<file path="config.mk">
export PLATFORM = sky130hd
export DESIGN_NAME = bubble_access_sequencer_flat
export DESIGN_NICKNAME = d
export VERILOG_FILES = /design/src/rtl/bubble_access_sequencer_if.sv /design/src/rtl/bubble_access_sequencer.sv /design/src/flat_wrapper.sv
export SDC_FILE = /design/constraint.sdc
export NUM_CORES = 1
export LEC_CHECK = 0
export CORE_MARGIN = 3
export CORE_UTILIZATION = 49
export CTS_BUF_LIST = sky130_fd_sc_hd__clkbuf_8
export DETAILED_ROUTE_END_ITERATION = 10
export PLACE_DENSITY = 0.78
export SYNTH_ARGS = -nofsm -noshare
export SYNTH_HDL_FRONTEND = slang
export SYNTH_SLANG_ARGS = --single-unit
</file>
<file path="constraint.sdc">
create_clock -name master_clock -period 1.83 [get_ports master_clock]
set_clock_uncertainty 0.05 [all_clocks]
set_input_delay 0.2745 -clock master_clock [delete_from_list [all_inputs] [get_ports master_clock]]
set_output_delay 0.2745 -clock master_clock [all_outputs]
set_load 0.02 [all_outputs]
</file>
<file path="src/rtl/bubble_access_sequencer_if.sv">
// Page-load channel between the bubble access sequencer (master) and the SPI page loader (slave).
interface bubble_access_sequencer_if #(
    parameter int unsigned POS_W = 12
);
    logic             load_req;
    logic [POS_W-1:0] load_page;
    logic             load_boot;
    logic             load_ack;

    modport master (
        output load_req,
        output load_page,
        output load_boot,
        input  load_ack
    );

    modport slave (
        input  load_req,
        input  load_page,
        input  load_boot,
        output load_ack
    );
endinterface

</file>
<file path="src/rtl/bubble_access_sequencer.sv">
// Bubble page access sequencer: host strobe sync, loop position, page load request and output window.
// Optional build macro ACCESS_TIMEOUT_EN bounds the wait for load_ack and reports timeout_err.
module bubble_access_sequencer #(
    parameter int unsigned POSITIONS       = 2053,
    parameter int unsigned POS_W           = 12,
    parameter int unsigned REPLICATE_DELAY = 100,
    parameter int unsigned OUTPUT_BITS     = 584,
    parameter int unsigned TIMEOUT_CYCLES  = 65535
) (
    input  logic                      master_clock,
    input  logic                      power_good,
    input  logic                      bubble_shift_enable,
    input  logic                      replicator_enable,
    input  logic                      bootloop_enable,
    input  logic                      field_tick,
    bubble_access_sequencer_if.master load_if,
    output logic                      output_window,
    output logic [9:0]                bit_index,
    output logic [POS_W-1:0]          position,
    output logic                      overrun,
    output logic                      timeout_err
);

    localparam int unsigned BIT_W = 10;
    localparam int unsigned DLY_W = $clog2(REPLICATE_DELAY + 1);

    // Reject parameter sets the fixed-width fields cannot represent.
    if ((64'd1 << POS_W) < 64'(POSITIONS) || OUTPUT_BITS == 0 || OUTPUT_BITS > (1 << BIT_W) ||
        REPLICATE_DELAY == 0 || TIMEOUT_CYCLES == 0) begin : g_bad_cfg
        $error("bubble_access_sequencer: invalid parameter set");
    end

    typedef enum logic [1:0] {
        S_IDLE,
        S_LOAD,
        S_DELAY,
        S_WINDOW
    } state_e;

    logic             shift_meta_q, shift_sync_q;
    logic             rep_meta_q, rep_sync_q, rep_dly_q;
    logic             boot_meta_q, boot_sync_q;
    logic             shift_active;
    logic             rep_edge;

    state_e           state_q;
    logic             load_req_q;
    logic [POS_W-1:0] load_page_q;
    logic             load_boot_q;
    logic [DLY_W-1:0] dly_cnt_q;
    logic             window_q;
    logic [BIT_W-1:0] bit_idx_q;
    logic [POS_W-1:0] pos_q;
    logic [POS_W-1:0] pos_d;
    logic             overrun_q;

`ifdef ACCESS_TIMEOUT_EN
    localparam int unsigned TMO_W = $clog2(TIMEOUT_CYCLES + 1);
    logic [TMO_W-1:0] tmo_cnt_q;
    logic             timeout_err_q;
`endif

    // Two-flop synchronisers; reset parks every strobe at its inactive level.
    always_ff @(posedge master_clock or negedge power_good) begin
        if (!power_good) begin
            shift_meta_q <= 1'b1;
            shift_sync_q <= 1'b1;
            rep_meta_q   <= 1'b1;
            rep_sync_q   <= 1'b1;
            rep_dly_q    <= 1'b1;
            boot_meta_q  <= 1'b0;
            boot_sync_q  <= 1'b0;
        end else begin
            shift_meta_q <= bubble_shift_enable;
            shift_sync_q <= shift_meta_q;
            rep_meta_q   <= replicator_enable;
            rep_sync_q   <= rep_meta_q;
            rep_dly_q    <= rep_sync_q;
            boot_meta_q  <= bootloop_enable;
            boot_sync_q  <= boot_meta_q;
        end
    end

    assign shift_active = ~shift_sync_q;
    assign rep_edge     = rep_dly_q & ~rep_sync_q;

    always_comb begin
        pos_d = pos_q;
        if (shift_active && field_tick) begin
            pos_d = (pos_q == POS_W'(POSITIONS - 1)) ? '0 : pos_q + POS_W'(1);
        end
    end

    // Loop position survives shift release; only reset returns it to zero.
    always_ff @(posedge master_clock or negedge power_good) begin
        if (!power_good) begin
            pos_q <= '0;
        end else begin
            pos_q <= pos_d;
        end
    end

    always_ff @(posedge master_clock or negedge power_good) begin
        if (!power_good) begin
            state_q       <= S_IDLE;
            load_req_q    <= 1'b0;
            load_page_q   <= '0;
            load_boot_q   <= 1'b0;
            dly_cnt_q     <= '0;
            window_q      <= 1'b0;
            bit_idx_q     <= '0;
            overrun_q     <= 1'b0;
`ifdef ACCESS_TIMEOUT_EN
            tmo_cnt_q     <= '0;
            timeout_err_q <= 1'b0;
`endif
        end else begin
            if (rep_edge && state_q != S_IDLE) begin
                overrun_q <= 1'b1;
            end

            case (state_q)
                S_IDLE: begin
                    // pos_q is the pre-increment position even if field_tick is high now.
                    if (rep_edge && shift_active) begin
                        load_page_q <= pos_q;
                        load_boot_q <= ~boot_sync_q;
                        load_req_q  <= 1'b1;
`ifdef ACCESS_TIMEOUT_EN
                        tmo_cnt_q   <= '0;
`endif
                        state_q     <= S_LOAD;
                    end
                end

                S_LOAD: begin
                    if (!shift_active) begin
                        load_req_q <= 1'b0;
                        state_q    <= S_IDLE;
                    end else if (load_if.load_ack) begin
                        load_req_q <= 1'b0;
                        dly_cnt_q  <= '0;
                        state_q    <= S_DELAY;
                    end
`ifdef ACCESS_TIMEOUT_EN
                    else if (tmo_cnt_q == TMO_W'(TIMEOUT_CYCLES - 1)) begin
                        timeout_err_q <= 1'b1;
                        load_req_q    <= 1'b0;
                        state_q       <= S_IDLE;
                    end else begin
                        tmo_cnt_q <= tmo_cnt_q + TMO_W'(1);
                    end
`endif
                end

                S_DELAY: begin
                    if (!shift_active) begin
                        state_q <= S_IDLE;
                    end else if (field_tick) begin
                        if (dly_cnt_q == DLY_W'(REPLICATE_DELAY - 1)) begin
                            window_q  <= 1'b1;
                            bit_idx_q <= '0;
                            state_q   <= S_WINDOW;
                        end else begin
                            dly_cnt_q <= dly_cnt_q + DLY_W'(1);
                        end
                    end
                end

                S_WINDOW: begin
                    if (!shift_active) begin
                        window_q  <= 1'b0;
                        bit_idx_q <= '0;
                        state_q   <= S_IDLE;
                    end else if (field_tick) begin
                        if (bit_idx_q == BIT_W'(OUTPUT_BITS - 1)) begin
                            window_q  <= 1'b0;
                            bit_idx_q <= '0;
                            state_q   <= S_IDLE;
                        end else begin
                            bit_idx_q <= bit_idx_q + BIT_W'(1);
                        end
                    end
                end

                default: begin
                    load_req_q <= 1'b0;
                    window_q   <= 1'b0;
                    bit_idx_q  <= '0;
                    state_q    <= S_IDLE;
                end
            endcase
        end
    end

    assign load_if.load_req  = load_req_q;
    assign load_if.load_page = load_page_q;
    assign load_if.load_boot = load_boot_q;
    assign output_window     = window_q;
    assign bit_index         = bit_idx_q;
    assign position          = pos_q;
    assign overrun           = overrun_q;

`ifdef ACCESS_TIMEOUT_EN
    assign timeout_err = timeout_err_q;
`else
    assign timeout_err = 1'b0;
`endif

endmodule

</file>
<file path="src/flat_wrapper.sv">
// flat-port wrapper written by rule: the top's interface ports become plain ports
module bubble_access_sequencer_flat 
#(
    parameter int unsigned POSITIONS       = 2053,
    parameter int unsigned POS_W           = 12,
    parameter int unsigned REPLICATE_DELAY = 100,
    parameter int unsigned OUTPUT_BITS     = 584,
    parameter int unsigned TIMEOUT_CYCLES  = 65535
)
  (master_clock, power_good, bubble_shift_enable, replicator_enable, bootloop_enable, field_tick, output_window, bit_index, position, overrun, timeout_err, load_if_load_req, load_if_load_page, load_if_load_boot, load_if_load_ack);
  bubble_access_sequencer_if #(.POS_W(POS_W)) load_if_i ();
  input  logic master_clock;
  input  logic power_good;
  input  logic bubble_shift_enable;
  input  logic replicator_enable;
  input  logic bootloop_enable;
  input  logic field_tick;
  output logic output_window;
  output logic [9:0] bit_index;
  output logic [POS_W-1:0] position;
  output logic overrun;
  output logic timeout_err;
  output wire logic [$bits(load_if_i.load_req)-1:0] load_if_load_req;
  output wire logic [$bits(load_if_i.load_page)-1:0] load_if_load_page;
  output wire logic [$bits(load_if_i.load_boot)-1:0] load_if_load_boot;
  input wire logic [$bits(load_if_i.load_ack)-1:0] load_if_load_ack;
  assign load_if_load_req = load_if_i.load_req;
  assign load_if_load_page = load_if_i.load_page;
  assign load_if_load_boot = load_if_i.load_boot;
  assign load_if_i.load_ack = load_if_load_ack;
  bubble_access_sequencer #(.POSITIONS(POSITIONS), .POS_W(POS_W), .REPLICATE_DELAY(REPLICATE_DELAY), .OUTPUT_BITS(OUTPUT_BITS), .TIMEOUT_CYCLES(TIMEOUT_CYCLES)) u_core (.master_clock(master_clock), .power_good(power_good), .bubble_shift_enable(bubble_shift_enable), .replicator_enable(replicator_enable), .bootloop_enable(bootloop_enable), .field_tick(field_tick), .load_if(load_if_i), .output_window(output_window), .bit_index(bit_index), .position(position), .overrun(overrun), .timeout_err(timeout_err));
endmodule
</file>
=== Word level (Yosys, flattened, before mapping) ===
Index checks and enable logic that the tools add are counted.

* Reductions and logical operators: 14
* Equality and inequality tests: 18
* Bitwise gates (word level): 4
* Add/sub/neg operators: 3
* Muxes and demuxes: 35

{| class="wikitable"
|+ Operators with widths
! cell !! count
|-
| two-way mux 10 bit || 6
|-
| two-way mux 7 bit || 5
|-
| one-hot mux 10 bit (2 select lines) || 1
|-
| two-way mux 2 bit || 9
|-
| AND reduction 6 bit || 3
|-
| one-hot mux 7 bit (2 select lines) || 1
|-
| adder 12 x 1 -> 12 bit, second input constant || 1
|-
| == test 12 bit, second input constant || 1
|-
| two-way mux 12 bit || 1
|-
| adder 10 x 1 -> 10 bit, second input constant || 1
|-
| == test 10 bit, second input constant || 1
|-
| inequality test 2 bit, second input constant || 5
|-
| two-way mux 1 bit || 9
|-
| inequality test 3 x 2 -> 1 bit, second input constant || 3
|-
| one-hot mux 2 bit (4 select lines) || 1
|-
| nonzero test 2 bit || 4
|-
| adder 7 x 1 -> 7 bit, second input constant || 1
|-
| == test 7 bit, second input constant || 1
|-
| inequality test 3 x 1 -> 1 bit, second input constant || 2
|-
| AND reduction 5 bit || 1
|-
| == test 2 bit, second input constant || 2
|-
| inequality test 2 x 1 -> 1 bit, second input constant || 2
|-
| one-hot mux 1 bit (2 select lines) || 2
|-
| logical AND 1 bit || 3
|-
| 6 further kinds || 8
|}

* Register bits after elaboration: 54
* Logic and storage cells: 90

=== Logic depth before layout (Yosys ltp) ===
* Depth in word-level cells: 5
* Mapped depth: 7

=== Least setup slack after synthesis ===
No wires, ideal clock.

* Path type: register to register
* From: register u_core.dly_cnt_q[0]
* To: register u_core.bit_idx_q[7], in the netlist u_core.bit_index[7]
* Cell stages (with the launch flop): 8
* Slack: -166 ps
* Clock period less this slack: 1996 ps
* Required time: 1654 ps
* Data arrival time: 1820 ps
* Cells stage by stage: dfrtp_1 > ha_1 > nand4b_1 > o41a_1 > buf_6 > or2_0 > clkbuf_2 > a221o_1

* Cells in the longest elaborated chain, start to end: 3

{| class="wikitable"
|+ RTL lines
! what !! line !! text
|-
| start, declared || bubble_access_sequencer.sv:50 || <nowiki>logic [DLY_W-1:0] dly_cnt_q;</nowiki>
|-
| start signal, assigned || bubble_access_sequencer.sv:165 || <nowiki>dly_cnt_q <= dly_cnt_q + DLY_W'(1);</nowiki>
|-
| == test 7 bit || bubble_access_sequencer.sv:160 || <nowiki>if (dly_cnt_q == DLY_W'(REPLICATE_DELAY - 1)) begin</nowiki>
|-
| inequality test 2 x 1 -> 1 bit (no line) || -- ||
|-
| AND reduction 5 bit (no line) || -- ||
|-
| end signal, assigned || bubble_access_sequencer.sv:181 || <nowiki>bit_idx_q <= bit_idx_q + BIT_W'(1);</nowiki>
|-
| end, declared || bubble_access_sequencer.sv:52 || <nowiki>logic [BIT_W-1:0] bit_idx_q;</nowiki>
|}

Every way passes these cells.
A chain may end at the register's enable or synchronous reset.

=== Worst setup path in the final report ===
* From: register u_core.dly_cnt_q[1]
* To: register u_core.bit_idx_q[3], in the netlist u_core.bit_index[3]

The elaborated chain is that of the path after synthesis.

==> flow_metrics.tcl <==
set metrics [dict create \
    status "finished, final reports clean" \
    powerDensity_nw_per_um2 957 \
    synth_area_leader_cell "dfrtp_1" \
    synth_area_um2 2550 \
    cts.sinks 54 \
    comb_power_share 0.285 \
    rr_worst_depth 5 \
    routed_wl_mm 5.36 \
    cp.arrival_ps 1960 \
    synth_ff_type "dfrtp_1" \
    dr.pass1.iters 4 \
    ys_seq_elements 54 \
    async_flop_share 1.00 \
    cts_setup_buffers 0 \
    timing.rr.end "u_core.bit_index[3]" \
    initial_utilization 0.522 \
    first_iter_violations 90 \
    path_clk_slew_ps 100 \
    tritoncts "yes" \
    syn-num-nets 241 \
    intPower_uw 2260 \
    dp.cells 359 \
    io_buffers 44 \
    die_area_um2 6100 \
    clk_path_buf_depth 2 \
    synth-edff-count 0 \
    drv_cap 0 \
    finish.utilization 0.705 \
    gp_congestion 0.812 \
    power.leakage_uw 0.00155 \
    final_cells 368 \
    critPathLaunchType "flop" \
    grt_usage 0.189 \
    synthCells 230 \
    grt_max_degree 26 \
    syn_avg_cell_area_um2 11.1 \
    die_h_um 78.1 \
    seq_area_frac_synth 0.533 \
    setup_viol 0 \
    power_uw 3290 \
    vias 1970 \
    drive_gt1_frac 0.252 \
    grt_pass1_vias 1965 \
    rrSetupSlack_ps 10 \
    slew_viol_final 0 \
    synthTopCellsByArea "dfrtp_1 48%, mux2_2 6.2%, dfstp_2 5.2%" \
    synthDistinctLibCells 51 \
    hpwl_mm 3.82 \
    antenna_found_initial 0 \
    clk_latency_ps 310 \
    htreeDepth 2 \
    synth_warnings 0 \
    period_minus_slack_ps 1820 \
    grt-ovfl-total 0 \
    core-area_um2 4880 \
    power_frac_seq 0.476 \
    pre_cts_slack_ps -52.8 \
    p_switching_uw 1030 \
    syn2layout_area_growth_pct 34.9 \
    rows 25 \
    clkPwrFrac 0.240 \
    wl_per_cell_um 14.6 \
    synth_most_common_cell "dfrtp_1" \
    finalCritPeriodShare 0.992 \
    switching_share 0.314 \
    hold_depth 0 \
    startpoint "u_core.dly_cnt_q[1]" \
    cts-root-buf "clkbuf_8" \
    insertedDiodeCount 0 \
    crit_type "flop to flop" \
    ir_drop_uv 848 \
    max_freq_mhz 551 \
    cp-endpoint "u_core.bit_index[3]" \
    grt_setup_unrepaired "yes" \
    avgViaCountPerCell 5.35 \
    required_ps 1980 \
    io_pins 46 \
    hold_path_class "flop to flop" \
    hold_viol 0 \
    grt_pass1_wl_mm 9.32 \
    r2r-start "u_core.dly_cnt_q[1]" \
    yosysTopAreaCellShare 0.481 \
    synthTopCellsByCount "49 x dfrtp_1, 29 x nor2_1, 14 x mux2_2" \
    final_antenna_net_count 0 \
    cts-buffers-inserted 5 \
    fin_ws_ps 13.9 \
    fin_nets 311 \
    die_x_um 78.1 \
    critPathMaxFanout 6 \
    drc 0 \
    end_kind "flop" \
]
-- repair_timing --
action | in CTS | in global routing
pin swaps | 1 | 2
hold endpoints to repair | 17 | 0
gates resized for setup | 6 | 8
hold buffers | 1 | 0
setup endpoints to repair | 5 | 17
-- placed cells by master (no fill, tap or decap), types with 5 or more instances in the layout --
cell type / count
dfrtp_1: 44
inv_1: 8
mux2_2: 14
dfrtp_2: 5
clkdlybuf4s50_1: 39
xor2_1: 7
buf_4: 28
dfstp_2: 5
nand4_1: 6
xnor2_1: 8
o21ai_0: 5
a211oi_1: 7
nor2_1: 29
clkbuf_8: 5
nand2_1: 10
-- per-stage QoR --
step           area, um2  hold slack (ps)  TNS, ps
2_1_floorplan       2580            -71.1     -595
3_3_place_gp        3270              194        0
3_5_place_dp        3270              189     -175
4_1_cts             3420              310        0
5_1_grt             3440              303     -515
6_report            3440              309        0
-- worst max-delay path: stages, from the launching register on --
cell and delay (ps):
dfrtp_1 360, ha_2 180, nand4b_1 120, o41a_1 360, or2_4 270, a221o_1 350
-- how the worst min path moves through the flow --
stage,endpoint,slack (ps),from
6_report,u_core.shift_sync_q,310,u_core.shift_meta_q
5_1_grt,u_core.rep_meta_q,300,replicator_enable
4_1_cts,u_core.shift_sync_q,310,u_core.shift_meta_q
3_5_place_dp,u_core.load_if.load_page[6],190,power_good
3_3_place_gp,u_core.load_if.load_page[6],190,power_good
2_1_floorplan,u_core.bit_index[0],-70,power_good
-- final cells by class --
type	instances	area, um2
flip-flops and latches	54	1360
inverters	7	26.3
clock inverters	3	41.3
clock buffers	5	68.8
multi-input cells	157	1160
well taps	67	83.8
fillers	377	1440
repair buffers	75	697
-- cells by family after synthesis --
kind of cell | Yosys count | synth area share
AO/OA/AOI/OAI | 37 | 0.114
XOR/XNOR | 15 | 0.0515
adder cells (fa/ha/maj) | 4 | 0.0196
buffers and inverters | 19 | 0.0334
flip-flops | 54 | 0.533
multiplexers | 15 | 0.0658
other | 1 | 0.00147
AND/OR/NAND/NOR | 85 | 0.182
-- state kept, by name (all words and copies together), names as in the netlist --
signal                    count
u_core.rep_sync_q             1
u_core.boot_sync_q            1
u_core.shift_sync_q           1
u_core.load_if.load_page     12
u_core.load_if.load_req       1
u_core.overrun                1
u_core.load_if.load_boot      1
u_core.shift_meta_q           1
u_core.position              12
u_core.rep_meta_q             1
u_core.boot_meta_q            1
u_core.bit_index             10
u_core.rep_dly_q              1
u_core.dly_cnt_q              7
u_core.output_window          1
u_core.state_q                2
-- per-layer routing --
layer | vias to the layer above | wire length (um) | GRT usage
met3 | 8 | 232 | 0.0367
met5 | - | 0 | 0
met2 | 51 | 2600 | 0.307
met1 | 946 | 2460 | 0.256
met4 | 0 | 67 | 0.0594
li1 | 965 | - | -
-- power groups by stage --
stage	clock network, uW	logic, uW	registers (uW)
floorplan	0	322	1730
global placement	0	921	1570
detailed placement	0	943	1580
CTS	806	953	1560
global route	868	1020	1600
finish	789	937	1560
Power figures use the tool's default switching activity.
